==> config.mk <==
export PLATFORM = sky130hd
export DESIGN_NAME = mvmpu_sched
export DESIGN_NICKNAME = d
export VERILOG_FILES = /design/src/rtl/mvmpu_sched.sv
export SDC_FILE = /design/constraint.sdc
export NUM_CORES = 1
export LEC_CHECK = 0
export ABC_AREA = 1
export BUFFER_PORTS_ARGS = -buffer_cell sky130_fd_sc_hd__buf_2
export CORE_AREA = 3 3 163 165
export DETAILED_ROUTE_END_ITERATION = 8
export DIE_AREA = 0 0 166 168
export GPL_TIMING_DRIVEN = 0
export HOLD_SLACK_MARGIN = 0.02
export PLACE_DENSITY = 0.59
export SLEW_MARGIN = 25
export SYNTH_ARGS = -nofsm -noshare
export SYNTH_HDL_FRONTEND = slang
export SYNTH_SLANG_ARGS = --single-unit
==> constraint.sdc <==
create_clock -name clk -period 6.6 [get_ports clk]
set_input_delay 0.33 -clock clk [delete_from_list [all_inputs] [get_ports clk]]
set_output_delay 0.33 -clock clk [all_outputs]
set_load 0.05 [all_outputs]
==> src/rtl/mvmpu_sched.sv <==
// Round-robin job scheduler sharing one MVMPU engine between NREQ requesters.
// Optional watchdog abort is built when MVS_TIMEOUT_EN is defined.
module mvmpu_sched #(
  parameter int NREQ    = 4,
  parameter int VAW     = 16,
  parameter int MAW     = 16,
  parameter int TMO_CYC = 65535
) (
  input  logic                  clk,
  input  logic                  rst,
  input  logic [NREQ-1:0]       req,
  input  logic [NREQ*16-1:0]    desc_n,
  input  logic [NREQ*16-1:0]    desc_m,
  input  logic [NREQ*VAW-1:0]   desc_rdsv,
  input  logic [NREQ*VAW-1:0]   desc_wrsv,
  input  logic [NREQ*MAW-1:0]   desc_rdsm,
  output logic [NREQ-1:0]       ack,
  output logic [NREQ-1:0]       done,
  output logic                  err,
  output logic                  busy,
  output logic [2:0]            cur_id,
  output logic                  mv_start,
  input  logic                  mv_ready,
  output logic [15:0]           mv_matrix_n,
  output logic [15:0]           mv_matrix_m,
  output logic [VAW-1:0]        mv_addr_rdsv,
  output logic [VAW-1:0]        mv_addr_wrsv,
  output logic [MAW-1:0]        mv_addr_rdsm
);

  if (NREQ < 2 || NREQ > 8 || TMO_CYC < 1 || TMO_CYC > 65535) begin : g_bad_cfg
    $error("mvmpu_sched: parameter out of range");
  end

  typedef enum logic [2:0] {IDLE, START, WAITACC, RUN, FIN} state_t;

  localparam logic [3:0] NREQ4 = 4'(NREQ);
  localparam logic [2:0] LAST  = 3'(NREQ - 1);

  state_t     state;
  logic [2:0] ptr;
  logic       zdim;

  // Descriptor fields unpacked into fixed 8-entry tables so a 3-bit id indexes them exactly.
  logic [7:0]     req8;
  logic [15:0]    n_arr    [8];
  logic [15:0]    m_arr    [8];
  logic [VAW-1:0] rdsv_arr [8];
  logic [VAW-1:0] wrsv_arr [8];
  logic [MAW-1:0] rdsm_arr [8];

  for (genvar g = 0; g < 8; g++) begin : g_desc
    if (g < NREQ) begin : g_on
      assign req8[g]     = req[g];
      assign n_arr[g]    = desc_n[16*g +: 16];
      assign m_arr[g]    = desc_m[16*g +: 16];
      assign rdsv_arr[g] = desc_rdsv[VAW*g +: VAW];
      assign wrsv_arr[g] = desc_wrsv[VAW*g +: VAW];
      assign rdsm_arr[g] = desc_rdsm[MAW*g +: MAW];
    end else begin : g_off
      assign req8[g]     = 1'b0;
      assign n_arr[g]    = '0;
      assign m_arr[g]    = '0;
      assign rdsv_arr[g] = '0;
      assign wrsv_arr[g] = '0;
      assign rdsm_arr[g] = '0;
    end
  end

  logic       gnt_ok;
  logic [2:0] gnt_id;
  logic [3:0] scan;

  always_comb begin
    gnt_ok = 1'b0;
    gnt_id = '0;
    scan   = '0;
    for (int unsigned k = 0; k < NREQ; k++) begin
      scan = {1'b0, ptr} + k[3:0];
      if (scan >= NREQ4) scan = scan - NREQ4;
      if (!gnt_ok && req8[scan[2:0]]) begin
        gnt_ok = 1'b1;
        gnt_id = scan[2:0];
      end
    end
  end

  logic gnt_zero;
  assign gnt_zero = (n_arr[gnt_id] == 16'd0) || (m_arr[gnt_id] == 16'd0);

  function automatic logic [NREQ-1:0] onehot(input logic [2:0] id);
    onehot = NREQ'(1) << id;
  endfunction

  assign busy = (state != IDLE);

`ifdef MVS_TIMEOUT_EN
  localparam logic [15:0] TMO_LIM = 16'(TMO_CYC - 1);
  logic [15:0] wdog;
`endif

  always_ff @(posedge clk or posedge rst) begin
    if (rst) begin
      state        <= IDLE;
      ptr          <= '0;
      zdim         <= 1'b0;
      ack          <= '0;
      done         <= '0;
      err          <= 1'b0;
      cur_id       <= '0;
      mv_start     <= 1'b0;
      mv_matrix_n  <= '0;
      mv_matrix_m  <= '0;
      mv_addr_rdsv <= '0;
      mv_addr_wrsv <= '0;
      mv_addr_rdsm <= '0;
`ifdef MVS_TIMEOUT_EN
      wdog         <= '0;
`endif
    end else begin
      ack      <= '0;
      done     <= '0;
      err      <= 1'b0;
      mv_start <= 1'b0;
      case (state)
        IDLE: begin
          if (gnt_ok && mv_ready) begin
            ack          <= onehot(gnt_id);
            cur_id       <= gnt_id;
            mv_matrix_n  <= n_arr[gnt_id];
            mv_matrix_m  <= m_arr[gnt_id];
            mv_addr_rdsv <= rdsv_arr[gnt_id];
            mv_addr_wrsv <= wrsv_arr[gnt_id];
            mv_addr_rdsm <= rdsm_arr[gnt_id];
            if (gnt_zero) begin
              zdim  <= 1'b1;
              state <= FIN;
            end else begin
              state <= START;
            end
          end
        end
        START: begin
          mv_start <= 1'b1;
`ifdef MVS_TIMEOUT_EN
          wdog     <= '0;
`endif
          state    <= WAITACC;
        end
        WAITACC: begin
`ifdef MVS_TIMEOUT_EN
          wdog <= wdog + 16'd1;
`endif
          if (!mv_ready) begin
            state <= RUN;
`ifdef MVS_TIMEOUT_EN
          end else if (wdog == TMO_LIM) begin
            done  <= onehot(cur_id);
            err   <= 1'b1;
            state <= FIN;
`endif
          end
        end
        RUN: begin
`ifdef MVS_TIMEOUT_EN
          wdog <= wdog + 16'd1;
`endif
          if (mv_ready) begin
            done  <= onehot(cur_id);
            state <= FIN;
`ifdef MVS_TIMEOUT_EN
          end else if (wdog == TMO_LIM) begin
            done  <= onehot(cur_id);
            err   <= 1'b1;
            state <= FIN;
`endif
          end
        end
        FIN: begin
          // Rejected jobs enter FIN together with ack, so their done goes out on FIN exit.
          if (zdim) begin
            done <= onehot(cur_id);
            err  <= 1'b1;
            zdim <= 1'b0;
          end
          ptr   <= (cur_id == LAST) ? 3'd0 : cur_id + 3'd1;
          state <= IDLE;
        end
        default: state <= IDLE;
      endcase
    end
  end

endmodule

Yosys cells after proc, flatten, opt, wreduce, memory -nomap -nowiden

Cells that the tools add are included.

Add/subtract/negate cells: 8
Multipliers: 0
Div/mod/pow operators: 0
Order comparisons: 9
Equality and inequality tests: 9
Shift operators: 2
Multiplexer cells: 52
Bitwise gates (word level): 1
Reduce and logical (&&, ||, !) cells: 16

Operators by type and width:

| kind                                                                   | count |
|---|---|
| 16-bit binary-select mux with 3-bit select                             | 5 |
| 16-bit 2-to-1 mux                                                      | 10 |
| 3-bit 2-to-1 mux                                                       | 13 |
| 16-bit zero test                                                       | 2 |
| 3-bit by 4-bit < comparator with 1-bit output (second input constant)  | 4 |
| 4-bit 2-to-1 mux                                                       | 4 |
| 1-bit 2-to-1 mux                                                       | 13 |
| 1-bit binary-select mux with 3-bit select                              | 4 |
| 4-bit by 3-bit >= comparator with 1-bit output (second input constant) | 3 |
| 3-bit case mux with 4 select lines                                     | 1 |
| 3-bit subtractor (second input constant)                               | 4 |
| 3-bit by 2-bit == test with 1-bit output (second input constant)       | 3 |
| 3-bit by 2-bit adder with 4-bit output (second input constant)         | 2 |
| 2-bit inequality test (second input constant)                          | 4 |
| 4-bit case mux with 2 select lines                                     | 1 |
| 1-bit by 3-bit left shift with 4-bit output (first input constant)     | 2 |
| 3-bit AND reduction                                                    | 2 |
| 3-bit by 1-bit adder with 4-bit output (second input constant)         | 1 |
| 4-bit >= comparator (second input constant)                            | 1 |
| 1-bit logical AND                                                      | 4 |
| 3-bit inverter with 4-bit output                                       | 1 |
| 3-bit by 1-bit adder with 3-bit output (second input constant)         | 1 |
| 3-bit by 1-bit == test with 1-bit output (second input constant)       | 1 |
| 3-bit == test (second input constant)                                  | 1 |
| 8 further kinds                                                        | 10 |

Flip-flop bits (word level): 100
Latch bits: 0
Bits in writable memories: 0
ROM bits: 0
Bits of input ports: 327
Output and inout port bits: 94
Word-level logic and storage cells: 110
Memories: 0

Logic depth before layout (Yosys ltp)

Depth after elaboration: 23
Depth in mapped cells: 23

Least setup slack after synthesis

OpenSTA, ideal clock, no wires.

Path kind: register -> register
Start: register ptr[0]
End: register zdim
Setup time: 0.116 ns
Arrival time: 2.506 ns
Setup slack: 3.977 ns
Cell stages (with the launch flop): 21
Buffers on the path: 1
Clock period less this slack: 2.623 ns
Cells stage by stage: dfrtp_1 -> inv_2 -> ha_1 -> inv_1 -> nand3_1 -> nand3_2 -> a21oi_2 -> nor2_2 -> a21oi_2 -> buf_6 -> nand3_1 -> nand2_1 -> nor2_1 -> nor2_2 -> nand2_1 -> nor2_1 -> nand2_1 -> nand3_2 -> nand2_1 -> nand2_1 -> nand2_1

Longest elaborated chain between the ends: 22

Ends and longest elaborated chain:

| what                                                                            | line | source |
|---|---|---|
| start, declared                                                                 | 41   | `logic [2:0] ptr;` |
| start signal, assigned                                                          | 186  | `ptr <= (cur_id == LAST) ? 3'd0 : cur_id + 3'd1;` |
| branches (longest 21 deep; another with 3-bit by 1-bit adder with 4-bit output) | n/a  |  |
| 3-bit AND reduction (no source line) *                                          | n/a  |  |
| end signal, assigned                                                            | 106  | `zdim <= 1'b0;` |
| end signal, assigned                                                            | 136  | `zdim <= 1'b1;` |
| end signal, assigned                                                            | 184  | `zdim <= 1'b0;` |
| end, declared                                                                   | 42   | `logic zdim;` |

Mark *: on every way between the ends. The select of a mux whose other input is x is not followed.
A chain may end at the register's enable or synchronous reset.

Worst setup path in the final report

Start: register ptr[0]
End: register mv_addr_rdsm[4]

Longest elaborated chain between the ends: 18

Ends and longest elaborated chain:

| what                                                                            | line | source |
|---|---|---|
| branches (longest 18 deep; another with 3-bit by 1-bit adder with 4-bit output) | n/a  |  |
| end signal, assigned                                                            | 134  | `mv_addr_rdsm <= rdsm_arr[gnt_id];` |
| end, declared                                                                   | 28   | `output logic [MAW-1:0] mv_addr_rdsm` |

Several ways; the timed one is not identified. The select of a mux whose other input is x is not followed.

==> metrics.csv <==
metric,value,unit
leakage,5.45,nW
gr-total-overflow,0,
wl_per_cell,17.5,um
synth_area_leader_cell,dfrtp_1,
cp-end-kind,flip-flop,
cts_sinks,100,
fp-row-count,58,
slew_viol_final,0,
die-area,0.0279,mm2
pwr-share-comb,77.4,%
finalPower,6.78,mW
clock-root-buffer,clkbuf_16,
period_minus_slack,3.54,ns
cap_violations,0,
io_buffers,420,
cp.arrival,3.83,ns
grt_first_pass_wirelength,46.9,mm
p_clk_share,7.6,%
routed_via_density,4.64,
ant_nets,0,
place_congestion,0.934,
hold_path.class,input pin to flip-flop,
p_seq_share,15.0,%
drc_errors,0,
worstRegToRegCells,16,
max_freq,0.283,GHz
die_x,166,um
post_cts_buffers,0,
first_pass_iters,7,
period_share,53.6,%
finalWirelength,31.4,mm
finalClockSkew,0.00651,ns
holdPathStages,5,
hold_start,desc_rdsm[37],
io_pins,421,
netSwitchingFraction,62.1,%
hold_end,mv_addr_rdsm[5]$_DFFE_PP0P_,
pwr_density_cell,722,mW/mm2
vdd_drop_max,0.513,mV
start_kind,flip-flop,
synthDistinctLibCells,25,
area_growth,43.4,%
clk_path_buf_depth,2,
tns,0,ns
cts_tree,yes,
rrSetupSlack,3.06,ns
fin_nets,1797,
slew_headroom,48.2,%
setup_viol,0,
r2r_end,mv_addr_rdsm[4]$_DFFE_PP0P_,
critPathKind,flip-flop to flip-flop,
required,6.89,ns
grtUsageTotal,21.6,%
syn_inst,1031,
dr.first_iter.drc_count,561,
critical_path.max_fanout,10,
start_util,26.0,%
drive_above_1_share,32.9,%
fin_cells,1798,
first_global_vias,8190,
cts_buffers,9,
grt_setup_unrepaired,false,
syn-cell-area,0.00655,mm2
clkLatencyLatePin,0.35,ns
via_count,8337,
synth_nets,1364,
ys_warn_count,0,
die_height,168,um
hold_violations,0,
synth_area_leaders,"dfrtp_1 38%, nand2_1 35%, nand3_1 5.3%",
clkTransAtPathRegs,0.07,ns
dp.cells,1782,
cts_htree_levels,3,
grt_max_degree,55,
dpl.hpwl,25.8,mm
seq_area_frac_synth,38.2,%
tightest_slew,0.777,ns
antenna_found_initial,1,
switching_power,4.21,mW
run_status,completed,
netlist.area_leader.share,38.2,%
core_area,0.0252,mm2
avgSynthCellArea,6.35,um2
regToRegStartpoint,ptr[0]$_DFFE_PP0N_,
ys_ff_latch,100,
internal-power,2.57,mW
worst max-delay path: stages (launching register included):
cell,delay (ns)
dfrtp_1,0.53
inv_2,0.14
ha_1,0.38
inv_1,0.12
nand3_1,0.09
nand3_2,0.14
nand4_1,0.14
nand2_1,0.12
nand2_1,0.11
nand2_2,0.23
buf_4,0.23
nand2_1,0.08
inv_1,0.12
clkbuf_1,0.48
a22oi_1,0.28
nand3_1,0.13
o21a_1,0.13
kinds of logic after synthesis:
family | count (synthesis) | share of synthesized area (%)
AO/OA/AOI/OAI | 72 | 7.43
buffers and inverters | 92 | 6.44
AND/OR/NAND/NOR | 761 | 46.8
flip-flops | 100 | 38.2
adder cells (fa/ha/maj) | 6 | 1.15
layout make-up:
| type | instances | area [um2] |
|---|---|---|
| fill | 2834 | 15800 |
| multi-input combinational | 839 | 3630 |
| sequential | 100 | 2500 |
| timing repair buffer | 422 | 2140 |
| tap | 330 | 413 |
| buffer | 60 | 302 |
| clock buffer | 11 | 253 |
| inverter | 32 | 125 |
| clock inverter | 3 | 23.8 |
| antenna | 1 | 2.50 |
Yosys cell counts:
library cell	instances
a21oi_1	17
a21oi_2	2
a22oi_1	27
buf_1	2
buf_2	22
buf_4	3
buf_6	5
clkbuf_1	28
dfrtp_1	100
ha_1	6
inv_1	27
inv_2	5
nand2_1	604
nand2_2	4
nand3_1	70
nand3_2	2
nand3b_1	1
nand4_1	33
nor2_1	41
nor2_2	2
nor3_1	4
o21a_1	19
o21ai_0	5
o22ai_1	1
o31ai_1	1
worst max-delay path by stage:
stage                       start                          end  slack (ns)  cells after the start
2_1_floorplan                 rst             ack[0]$_DFF_PP0_        3.65                      1
4_1_cts        ptr[0]$_DFFE_PP0N_  mv_addr_rdsm[4]$_DFFE_PP0P_        3.09                     16
6_report       ptr[0]$_DFFE_PP0N_  mv_addr_rdsm[4]$_DFFE_PP0P_        3.06                     16
3_3_place_gp                  rst             ack[2]$_DFF_PP0_        2.18                      2
5_1_grt        ptr[0]$_DFFE_PP0N_             zdim$_DFFE_PP0P_        2.76                     21
3_5_place_dp   ptr[0]$_DFFE_PP0N_  mv_addr_rdsv[2]$_DFFE_PP0P_        3.13                     16
power groups by stage:
stage               clock network, mW  registers, mW  logic (mW)
floorplan                           0           1.83        2.81
global placement                    0           1.01        5.25
detailed placement                  0           1.02        5.27
CTS                             0.534           1.01        5.28
global route                    0.558           1.05        5.81
finish                          0.516           1.01        5.25
cells in the final DEF (no fill, tap or decap), types with 6 or more instances in the layout:
| cell | n |
|---|---|
| nand2_1 | 604 |
| nand4_1 | 33 |
| nand3_1 | 70 |
| o21a_1 | 19 |
| a21oi_1 | 17 |
| dfrtp_1 | 100 |
| nor2_1 | 40 |
| clkbuf_1 | 28 |
| buf_2 | 442 |
| a22oi_1 | 27 |
| inv_1 | 26 |
| ha_1 | 6 |
| clkbuf_16 | 9 |
flip-flops by register name, summed over array words and instances, names as in the netlist:
register      flops
cur_id            3
ack               4
ptr               3
done              4
mv_start          1
err               1
mv_addr_rdsm     16
mv_matrix_n      16
state             3
zdim              1
mv_matrix_m      16
mv_addr_wrsv     16
mv_addr_rdsv     16
per-layer routing:
metal / global-route usage [%] / part of all wire (%) / up-vias
met2: 35.9 / 48 / 235
met1: 29.1 / 44 / 3940
li1: - / - / 4131
met4: 4.63 / 1.7 / 0
met5: 0 / 0 / -
met3: 4.56 / 5.3 / 31
timing repair:
action                                 in CTS  in global routing
hold buffers                                1                  0
endpoints found under the hold margin      10                  0
gates resized for setup                     0                  0
per-stage QoR:
stage / hold slack [ns] / utilization, % / cell area, um2 / worst slack, ns
after floorplan: 0.441 / - / 6550 / 3.65
after global placement: 0.458 / 36.0 / 9060 / 2.18
after detailed placement: 0.402 / 36.1 / 9100 / 3.13
after CTS: 0.272 / 37.3 / 9390 / 3.09
after global routing: 0.288 / 37.3 / 9390 / 2.76
final: 0.284 / 37.3 / 9390 / 3.06
Note: power is estimated with default switching activity, not from simulation.
